`src/rtl/uf_edge_scheduler_if.sv`:
```
// Edge-stream, find and link channels between the edge sorter, the scheduler
// and the union-find engine. master = scheduler side, slave = environment side.
interface uf_edge_scheduler_if #(
   parameter int IW = 11
);
   logic          edge_valid;
   logic          edge_ready;
   logic [IW-1:0] edge_u;
   logic [IW-1:0] edge_v;
   logic          edge_last;

   logic          find_req_valid;
   logic          find_req_ready;
   logic [IW-1:0] find_req_idx;
   logic          find_rsp_valid;
   logic [IW-1:0] find_rsp_root;

   logic          link_valid;
   logic          link_ready;
   logic [IW-1:0] link_child;
   logic [IW-1:0] link_parent;

   modport master (
      input  edge_valid, edge_u, edge_v, edge_last,
      output edge_ready,
      output find_req_valid, find_req_idx,
      input  find_req_ready, find_rsp_valid, find_rsp_root,
      output link_valid, link_child, link_parent,
      input  link_ready
   );

   modport slave (
      output edge_valid, edge_u, edge_v, edge_last,
      input  edge_ready,
      input  find_req_valid, find_req_idx,
      output find_req_ready, find_rsp_valid, find_rsp_root,
      input  link_valid, link_child, link_parent,
      output link_ready
   );
endinterface

```
`src/rtl/uf_edge_scheduler.sv`:
```
// Kruskal-style edge scheduler: one edge in flight, two finds per edge, a link
// when the roots differ; tracks components, edges consumed, merges, last merge.
module uf_edge_scheduler #(
   parameter  int MAX_NODE_COUNT  = 2000,
   parameter  int LIMIT_WIDTH     = 16,
   localparam int INDEX_BIT_WIDTH = $clog2(MAX_NODE_COUNT),
   localparam int COUNT_WIDTH     = $clog2(MAX_NODE_COUNT + 1)
) (
   input  logic                       clk,
   input  logic                       rst,
   input  logic                       start_i,
   input  logic [COUNT_WIDTH-1:0]     node_count_i,
   input  logic [LIMIT_WIDTH-1:0]     edge_limit_i,
   uf_edge_scheduler_if.master        bus,
   output logic                       busy_o,
   output logic                       done_o,
   output logic                       error_o,
   output logic [COUNT_WIDTH-1:0]     components_o,
   output logic [LIMIT_WIDTH-1:0]     edges_consumed_o,
   output logic [COUNT_WIDTH-1:0]     merges_o,
   output logic [INDEX_BIT_WIDTH-1:0] last_u_o,
   output logic [INDEX_BIT_WIDTH-1:0] last_v_o
);
   localparam int IW = INDEX_BIT_WIDTH;
   localparam int CW = COUNT_WIDTH;
   localparam int LW = LIMIT_WIDTH;

   typedef enum logic [3:0] {
      S_IDLE, S_ACCEPT, S_FIND_U, S_WAIT_U, S_FIND_V, S_WAIT_V, S_LINK, S_CHECK, S_DONE
   } state_t;

   state_t        state_q, state_d;
   logic [CW-1:0] nc_q, nc_d, comp_q, comp_d, merges_q, merges_d;
   logic [LW-1:0] lim_q, lim_d, ec_q, ec_d;
   logic [IW-1:0] u_q, u_d, v_q, v_d, ru_q, ru_d, rv_q, rv_d, lu_q, lu_d, lv_q, lv_d;
   logic          last_q, last_d, err_q, err_d;
   logic          ru_lt;

   always_ff @(posedge clk or posedge rst) begin
      if (rst) begin
         state_q  <= S_IDLE;
         nc_q     <= '0;
         comp_q   <= '0;
         merges_q <= '0;
         lim_q    <= '0;
         ec_q     <= '0;
         u_q      <= '0;
         v_q      <= '0;
         ru_q     <= '0;
         rv_q     <= '0;
         lu_q     <= '0;
         lv_q     <= '0;
         last_q   <= 1'b0;
         err_q    <= 1'b0;
      end else begin
         state_q  <= state_d;
         nc_q     <= nc_d;
         comp_q   <= comp_d;
         merges_q <= merges_d;
         lim_q    <= lim_d;
         ec_q     <= ec_d;
         u_q      <= u_d;
         v_q      <= v_d;
         ru_q     <= ru_d;
         rv_q     <= rv_d;
         lu_q     <= lu_d;
         lv_q     <= lv_d;
         last_q   <= last_d;
         err_q    <= err_d;
      end
   end

   always_comb begin
      state_d  = state_q;
      nc_d     = nc_q;
      comp_d   = comp_q;
      merges_d = merges_q;
      lim_d    = lim_q;
      ec_d     = ec_q;
      u_d      = u_q;
      v_d      = v_q;
      ru_d     = ru_q;
      rv_d     = rv_q;
      lu_d     = lu_q;
      lv_d     = lv_q;
      last_d   = last_q;
      err_d    = err_q;
      unique case (state_q)
         S_IDLE, S_DONE: begin
            if (start_i) begin
               nc_d     = node_count_i;
               lim_d    = edge_limit_i;
               comp_d   = node_count_i;
               ec_d     = '0;
               merges_d = '0;
               lu_d     = '0;
               lv_d     = '0;
               err_d    = 1'b0;
               // A graph of 0 or 1 nodes is already fully connected.
               state_d  = (node_count_i <= CW'(1)) ? S_DONE : S_ACCEPT;
            end
         end
         S_ACCEPT: begin
            if (bus.edge_valid) begin
               u_d    = bus.edge_u;
               v_d    = bus.edge_v;
               last_d = bus.edge_last;
               if (ec_q != '1) ec_d = ec_q + LW'(1);
               if (CW'(bus.edge_u) >= nc_q || CW'(bus.edge_v) >= nc_q) begin
                  err_d   = 1'b1;
                  state_d = S_CHECK;
               end else if (bus.edge_u == bus.edge_v) begin
                  state_d = S_CHECK;
               end else begin
                  state_d = S_FIND_U;
               end
            end
         end
         S_FIND_U: if (bus.find_req_ready) state_d = S_WAIT_U;
         S_WAIT_U: begin
            if (bus.find_rsp_valid) begin
               ru_d    = bus.find_rsp_root;
               state_d = S_FIND_V;
            end
         end
         S_FIND_V: if (bus.find_req_ready) state_d = S_WAIT_V;
         S_WAIT_V: begin
            if (bus.find_rsp_valid) begin
               rv_d    = bus.find_rsp_root;
               state_d = (bus.find_rsp_root == ru_q) ? S_CHECK : S_LINK;
            end
         end
         S_LINK: begin
            if (bus.link_ready) begin
               if (comp_q > CW'(1)) comp_d = comp_q - CW'(1);
               merges_d = merges_q + CW'(1);
               lu_d     = u_q;
               lv_d     = v_q;
               state_d  = S_CHECK;
            end
         end
         S_CHECK: begin
            if (comp_q == CW'(1) || (lim_q != '0 && ec_q == lim_q) || last_q)
               state_d = S_DONE;
            else
               state_d = S_ACCEPT;
         end
         default: state_d = S_IDLE;
      endcase
   end

   // Smaller root becomes the parent, so every set's root is its smallest member.
   assign ru_lt              = (ru_q < rv_q);
   assign bus.edge_ready     = (state_q == S_ACCEPT);
   assign bus.find_req_valid = (state_q == S_FIND_U) || (state_q == S_FIND_V);
   assign bus.find_req_idx   = (state_q == S_FIND_U) ? u_q :
                               (state_q == S_FIND_V) ? v_q : '0;
   assign bus.link_valid     = (state_q == S_LINK);
   assign bus.link_parent    = (state_q != S_LINK) ? '0 : (ru_lt ? ru_q : rv_q);
   assign bus.link_child     = (state_q != S_LINK) ? '0 : (ru_lt ? rv_q : ru_q);

   assign busy_o           = (state_q != S_IDLE) && (state_q != S_DONE);
   assign done_o           = (state_q == S_DONE);
   assign error_o          = err_q;
   assign components_o     = comp_q;
   assign edges_consumed_o = ec_q;
   assign merges_o         = merges_q;
   assign last_u_o         = lu_q;
   assign last_v_o         = lv_q;
endmodule

```
`src/flat_wrapper.sv`:
```
// flat-port wrapper written by rule: the top's interface ports become plain ports
module uf_edge_scheduler_flat 
#(
   parameter  int MAX_NODE_COUNT  = 2000,
   parameter  int LIMIT_WIDTH     = 16,
   localparam int INDEX_BIT_WIDTH = $clog2(MAX_NODE_COUNT),
   localparam int COUNT_WIDTH     = $clog2(MAX_NODE_COUNT + 1)
)
  (clk, rst, start_i, node_count_i, edge_limit_i, busy_o, done_o, error_o, components_o, edges_consumed_o, merges_o, last_u_o, last_v_o, bus_edge_valid, bus_edge_u, bus_edge_v, bus_edge_last, bus_edge_ready, bus_find_req_valid, bus_find_req_idx, bus_find_req_ready, bus_find_rsp_valid, bus_find_rsp_root, bus_link_valid, bus_link_child, bus_link_parent, bus_link_ready);
  uf_edge_scheduler_if #(.IW(($clog2((2000))))) bus_i ();
  input  logic clk;
  input  logic rst;
  input  logic start_i;
  input  logic [COUNT_WIDTH-1:0] node_count_i;
  input  logic [LIMIT_WIDTH-1:0] edge_limit_i;
  output logic busy_o;
  output logic done_o;
  output logic error_o;
  output logic [COUNT_WIDTH-1:0] components_o;
  output logic [LIMIT_WIDTH-1:0] edges_consumed_o;
  output logic [COUNT_WIDTH-1:0] merges_o;
  output logic [INDEX_BIT_WIDTH-1:0] last_u_o;
  output logic [INDEX_BIT_WIDTH-1:0] last_v_o;
  input wire logic [$bits(bus_i.edge_valid)-1:0] bus_edge_valid;
  input wire logic [$bits(bus_i.edge_u)-1:0] bus_edge_u;
  input wire logic [$bits(bus_i.edge_v)-1:0] bus_edge_v;
  input wire logic [$bits(bus_i.edge_last)-1:0] bus_edge_last;
  output wire logic [$bits(bus_i.edge_ready)-1:0] bus_edge_ready;
  output wire logic [$bits(bus_i.find_req_valid)-1:0] bus_find_req_valid;
  output wire logic [$bits(bus_i.find_req_idx)-1:0] bus_find_req_idx;
  input wire logic [$bits(bus_i.find_req_ready)-1:0] bus_find_req_ready;
  input wire logic [$bits(bus_i.find_rsp_valid)-1:0] bus_find_rsp_valid;
  input wire logic [$bits(bus_i.find_rsp_root)-1:0] bus_find_rsp_root;
  output wire logic [$bits(bus_i.link_valid)-1:0] bus_link_valid;
  output wire logic [$bits(bus_i.link_child)-1:0] bus_link_child;
  output wire logic [$bits(bus_i.link_parent)-1:0] bus_link_parent;
  input wire logic [$bits(bus_i.link_ready)-1:0] bus_link_ready;
  assign bus_i.edge_valid = bus_edge_valid;
  assign bus_i.edge_u = bus_edge_u;
  assign bus_i.edge_v = bus_edge_v;
  assign bus_i.edge_last = bus_edge_last;
  assign bus_edge_ready = bus_i.edge_ready;
  assign bus_find_req_valid = bus_i.find_req_valid;
  assign bus_find_req_idx = bus_i.find_req_idx;
  assign bus_i.find_req_ready = bus_find_req_ready;
  assign bus_i.find_rsp_valid = bus_find_rsp_valid;
  assign bus_i.find_rsp_root = bus_find_rsp_root;
  assign bus_link_valid = bus_i.link_valid;
  assign bus_link_child = bus_i.link_child;
  assign bus_link_parent = bus_i.link_parent;
  assign bus_i.link_ready = bus_link_ready;
  uf_edge_scheduler #(.MAX_NODE_COUNT(MAX_NODE_COUNT), .LIMIT_WIDTH(LIMIT_WIDTH)) u_core (.clk(clk), .rst(rst), .start_i(start_i), .node_count_i(node_count_i), .edge_limit_i(edge_limit_i), .bus(bus_i), .busy_o(busy_o), .done_o(done_o), .error_o(error_o), .components_o(components_o), .edges_consumed_o(edges_consumed_o), .merges_o(merges_o), .last_u_o(last_u_o), .last_v_o(last_v_o));
endmodule
```
`config.mk`:
```
export PLATFORM = sky130hd
export DESIGN_NAME = uf_edge_scheduler_flat
export DESIGN_NICKNAME = d
export VERILOG_FILES = /design/src/rtl/uf_edge_scheduler_if.sv /design/src/rtl/uf_edge_scheduler.sv /design/src/flat_wrapper.sv
export SDC_FILE = /design/constraint.sdc
export NUM_CORES = 1
export LEC_CHECK = 0
export CAP_MARGIN = 15
export CORE_MARGIN = 2
export CORE_UTILIZATION = 50
export DETAILED_ROUTE_END_ITERATION = 10
export PLACE_DENSITY = 0.76
export SLEW_MARGIN = 10
export SYNTH_ARGS = -nofsm -noshare
export SYNTH_HDL_FRONTEND = slang
export SYNTH_SLANG_ARGS = --single-unit
```
`constraint.sdc`:
```
create_clock -name clk -period 5.5 [get_ports clk]
set_input_delay 1.1 -clock clk [delete_from_list [all_inputs] [get_ports clk]]
set_output_delay 1.1 -clock clk [all_outputs]
set_load 0.02 [all_outputs]
```
==> impl_metrics.env <==
export IMPL_status="finished clean"
export IMPL_min_period_ns=4.40
export IMPL_grt_overflow=0
export IMPL_remaining_design_rule_violation_count=0
export IMPL_slew_limit_headroom_pct=30.9
export IMPL_crit_end="bus_link_child[9]"
export IMPL_detailroute_via_count=6496
export IMPL_ys_dominant_reg_cell="sky130_fd_sc_hd__dfrtp_1"
export IMPL_start_util_pct=50.9
export IMPL_finClkSkew_ns=0.00634
export IMPL_detail_route_wl_per_cell_um=16.7
export IMPL_finalHoldWorstSlack_ns=0.510
export IMPL_grt_pass1_vias=6290
export IMPL_yosys_register_bits=137
export IMPL_antenna_violations_before_repair=0
export IMPL_setup_viol=0
export IMPL_synth_largest_type_area_fraction_pct=44.7
export IMPL_drt_first_iter_violations=516
export IMPL_cts_num_sinks=137
export IMPL_fin_nets=1094
export IMPL_reg2reg_from="u_core.state_q[2]$_DFFE_PP0P_"
export IMPL_htree_num_levels=4
export IMPL_p_per_area_nw_per_um2=553
export IMPL_leakagePower_uw=0.00428
export IMPL_setup_worst_path_end_class="primary output"
export IMPL_critPathArrivalTime_ns=3.30
export IMPL_grt_max_degree=62
export IMPL_cts_post_setup_buffers_inserted=0
export IMPL_finalWirelength_um=19900
export IMPL_total_standard_cell_area_after_synthesis_um2=7670
export IMPL_timing_final_crit_share_pct=80.0
export IMPL_final_setup_tns_ns=0
export IMPL_hold_viol_final=0
export IMPL_power_internal_uw=3370
export IMPL_layout_area_overhead_vs_synth_pct=31.6
export IMPL_cp_cell_sequence="nand2b_1 -> nand2b_1 -> inv_2 -> nand2_1 -> mux2i_1 -> clkdlybuf4s50_1"
export IMPL_synth_sequential_area_ratio_pct=44.7
export IMPL_synth_warnings=0
export IMPL_timing_setup_critical_path_class="reg -> out"
export IMPL_multi_input_comb_area_um2=3970
export IMPL_clock_root_buffer="sky130_fd_sc_hd__clkbuf_16"
export IMPL_io_buffer_count=166
export IMPL_yosys_cell_types_count=56
export IMPL_worstSetupStartpoint="u_core.state_q[2]$_DFFE_PP0P_"
export IMPL_post_cts_resized=0
export IMPL_die_y_um=128
export IMPL_regToRegSetupSlack_ns=2.07
export IMPL_global_routing_usage_summed_across_all_routing_layers_pct=25.2
export IMPL_seqPwrFrac_pct=33.0
export IMPL_antenna_cells_inserted=0
export IMPL_floorplan_die_width_um=128
export IMPL_num_rows=45
export IMPL_drive_above_1_share_pct=9.37
export IMPL_slowest_delay_ns=0.64
export IMPL_power_combinational_fraction_pct=46.1
export IMPL_sw_ratio_pct=39.7
export IMPL_cts_hold_buffers=0
export IMPL_cts_root_to_sink_buffers=2
export IMPL_synth_avg_cell_area_um2=9.20
export IMPL_cap_viol_max_count=0
export IMPL_tritoncts="done"
export IMPL_crit_cells=6
export IMPL_postSynthCellCount=834
export IMPL_critical_path_peak_fanout=43
export IMPL_final_core_utilization_pct=66.9
export IMPL_cp_common_cell="sky130_fd_sc_hd__nand2b_1"
export IMPL_synthDominantAreaCellType="sky130_fd_sc_hd__dfrtp_1"
export IMPL_io_pin_count=167
export IMPL_netlist_top_cells_area="sky130_fd_sc_hd__dfrtp_1 (45%), sky130_fd_sc_hd__nand2_1 (9.1%), sky130_fd_sc_hd__mux2_2 (6.6%), sky130_fd_sc_hd__ha_1 (5.9%), sky130_fd_sc_hd__xnor2_1 (5.1%)"
export IMPL_crit_buf_inv=2
export IMPL_core_area_um2=15100
export IMPL_cts_made_buffers=17
export IMPL_detail_route_vias_per_cell=5.45
export IMPL_antenna_violating_nets_left=0
export IMPL_clk_latency_ns=0.41
export IMPL_slowest_stage="sky130_fd_sc_hd__inv_2"
export IMPL_n_fill_cell=1250
export IMPL_critical_path_required_ns=4.40
export IMPL_type_of_origin_of_the_critical_path="register"
export IMPL_netSwitchingPower_uw=2220
export IMPL_regToRegEndpoint="u_core.components_o[4]$_DFFE_PP0P_"
export IMPL_final_seq_area_um2=3430
export IMPL_timing_reg2reg_worst_path_depth=7
export IMPL_timing_final_max_slew_violations=0
export IMPL_power_clock_fraction_pct=20.9
export IMPL_power_ir_vdd_worst_v=0.000350
export IMPL_dieArea_um2=16400
export IMPL_setup_repair_after_global_routing_missed_its_margin="no"
export IMPL_worst_path_dominant_cell_family="buffers and inverters"
export IMPL_drt_pass1_iter_count=5
export IMPL_clkTransAtPathRegs_ns=0.06
export IMPL_fmax_mhz=227
export IMPL_synth_edff_count=0
export IMPL_grt_first_pass_wirelength_um=32500
export IMPL_tightestPinTransition_ns=1.03
export IMPL_hold_class="reg -> reg"
export IMPL_gp_weighted_congestion=0.873
export IMPL_syn_nets=938
export IMPL_post_dp_hpwl_um=14700
export IMPL_synth_async_sr_flop_share_pct=100
[cell type report]
cell class	instances	share of cell area, %
tap	188	2.33
multi-input combinational	623	39.3
sequential	137	33.9
clock buffer	20	4.52
inverter	37	1.42
timing repair buffer	174	17.0
clock inverter	12	1.47
[layer usage]
| metal | vias to the layer above | share of wire, % | track usage (%) |
|---|---|---|---|
| li1 | 3186 | - | - |
| met1 | 3098 | 44 | 33.2 |
| met2 | 182 | 49 | 41.5 |
| met3 | 30 | 5.2 | 6.39 |
| met4 | 0 | 2.2 | 7.50 |
| met5 | - | 0 | 0 |
[synthesized netlist by cell type, types with 3 or more instances]
cell / number
sky130_fd_sc_hd__nor2b_1: 4
sky130_fd_sc_hd__mux2_2: 45
sky130_fd_sc_hd__clkbuf_1: 30
sky130_fd_sc_hd__nor4_1: 11
sky130_fd_sc_hd__or3_1: 9
sky130_fd_sc_hd__mux2i_1: 23
sky130_fd_sc_hd__o2111ai_1: 3
sky130_fd_sc_hd__nand2b_1: 7
sky130_fd_sc_hd__nand4_1: 19
sky130_fd_sc_hd__a211oi_1: 3
sky130_fd_sc_hd__ha_1: 36
sky130_fd_sc_hd__nor3_1: 18
sky130_fd_sc_hd__and2_1: 3
sky130_fd_sc_hd__a21o_1: 4
sky130_fd_sc_hd__xnor2_1: 45
sky130_fd_sc_hd__inv_1: 36
sky130_fd_sc_hd__nor2_1: 42
sky130_fd_sc_hd__nand3_1: 10
sky130_fd_sc_hd__xor2_1: 12
sky130_fd_sc_hd__dfrtp_1: 137
sky130_fd_sc_hd__o211ai_1: 3
sky130_fd_sc_hd__nand2_1: 186
sky130_fd_sc_hd__a21oi_1: 42
sky130_fd_sc_hd__o21ai_0: 60
sky130_fd_sc_hd__o21a_1: 3
sky130_fd_sc_hd__buf_2: 6
[worst register-to-register path, stage by stage, from the launching register on]
cell                       delay [ns]
sky130_fd_sc_hd__dfrtp_1         0.58
sky130_fd_sc_hd__nand2b_1        0.18
sky130_fd_sc_hd__nand2b_1        0.46
sky130_fd_sc_hd__inv_2           0.64
sky130_fd_sc_hd__a21oi_1         0.26
sky130_fd_sc_hd__a21oi_1         0.71
sky130_fd_sc_hd__o21ai_0         0.21
sky130_fd_sc_hd__a22o_1          0.27
[power by group through the flow]
stage | clock network, µW | logic (µW) | registers [µW]
after floorplan | 0 | 1600 | 1880
after detailed placement | 0 | 2580 | 1860
after global placement | 0 | 2530 | 1840
final | 1170 | 2580 | 1850
after CTS | 1180 | 2600 | 1840
after global routing | 1230 | 2840 | 1910
[layout by cell type, fill, tap and decap left out, types with 4 or more instances in the layout]
cell and instances:
sky130_fd_sc_hd__clkinvlp_4 4, sky130_fd_sc_hd__clkinv_2 4, sky130_fd_sc_hd__dfrtp_1 137, sky130_fd_sc_hd__mux2_2 45
sky130_fd_sc_hd__clkbuf_16 17, sky130_fd_sc_hd__a21oi_1 42, sky130_fd_sc_hd__nand2_1 186, sky130_fd_sc_hd__nand2b_1 7
sky130_fd_sc_hd__o21ai_0 60, sky130_fd_sc_hd__a21o_1 4, sky130_fd_sc_hd__xor2_1 12, sky130_fd_sc_hd__clkdlybuf4s50_1 166
sky130_fd_sc_hd__nor3_1 18, sky130_fd_sc_hd__xnor2_1 45, sky130_fd_sc_hd__mux2i_1 23, sky130_fd_sc_hd__buf_4 8
sky130_fd_sc_hd__or3_1 9, sky130_fd_sc_hd__ha_1 36, sky130_fd_sc_hd__nor2_1 41, sky130_fd_sc_hd__nand4_1 19
sky130_fd_sc_hd__inv_1 35, sky130_fd_sc_hd__nor2b_1 4, sky130_fd_sc_hd__nand3_1 10, sky130_fd_sc_hd__nor4_1 11
[state kept, by name, indices dropped and copies added (netlist names)]
name and flops:
u_core.u_q 11, u_core.nc_q 11, u_core.error_o 1, u_core.rv_q 11
u_core.components_o 11, u_core.v_q 11, u_core.last_v_o 11, u_core.ru_q 11
u_core.lim_q 16, u_core.last_u_o 11, u_core.merges_o 11, u_core.state_q 4
u_core.edges_consumed_o 16, u_core.last_q 1
[through the flow]
stage / worst slack (ns) / cell area (µm²) / cells / total power, µW
CTS: 1.13 / 10100 / 1191 / 5620
finish: 1.10 / 10100 / 1191 / 5590
global placement: 1.67 / 9500 / 1159 / 4370
floorplan: 0.732 / 7670 / 834 / 3480
global route: 0.755 / 10100 / 1191 / 5990
detailed placement: 1.57 / 9500 / 1159 / 4430
[cells by family (layout without fill, tap and decap cells)]
group                      Yosys count  count (layout)  share of synthesized area (%)
DFF                                137             137                           44.7
adders and majority gates           36              36                           5.87
buffers and inverters               74             243                           3.72
muxes                               68              68                           9.60
xor gates and xnor gates            57              57                           6.50
AOI/OAI and AO/OA                  140             140                           10.7
and+or+nand+nor                    322             322                           18.9
[how the worst min path moves through the flow]
stage                                    start                         endpoint  slack (ns)  depth (start not counted)
global route         u_core.u_q[9]$_DFFE_PP0P_   u_core.last_u_o[9]$_DFFE_PP0P_        0.54                          2
global placement    u_core.v_q[10]$_DFFE_PP0P_  u_core.last_v_o[10]$_DFFE_PP0P_        0.49                          2
floorplan           u_core.u_q[10]$_DFFE_PP0P_  u_core.last_u_o[10]$_DFFE_PP0P_        0.47                          2
finish               u_core.last_q$_DFFE_PP0P_        u_core.last_q$_DFFE_PP0P_        0.51                          1
CTS                 u_core.v_q[10]$_DFFE_PP0P_  u_core.last_v_o[10]$_DFFE_PP0P_        0.51                          2
detailed placement  u_core.v_q[10]$_DFFE_PP0P_  u_core.last_v_o[10]$_DFFE_PP0P_        0.50                          2
Power figures use the tool's default switching activity.
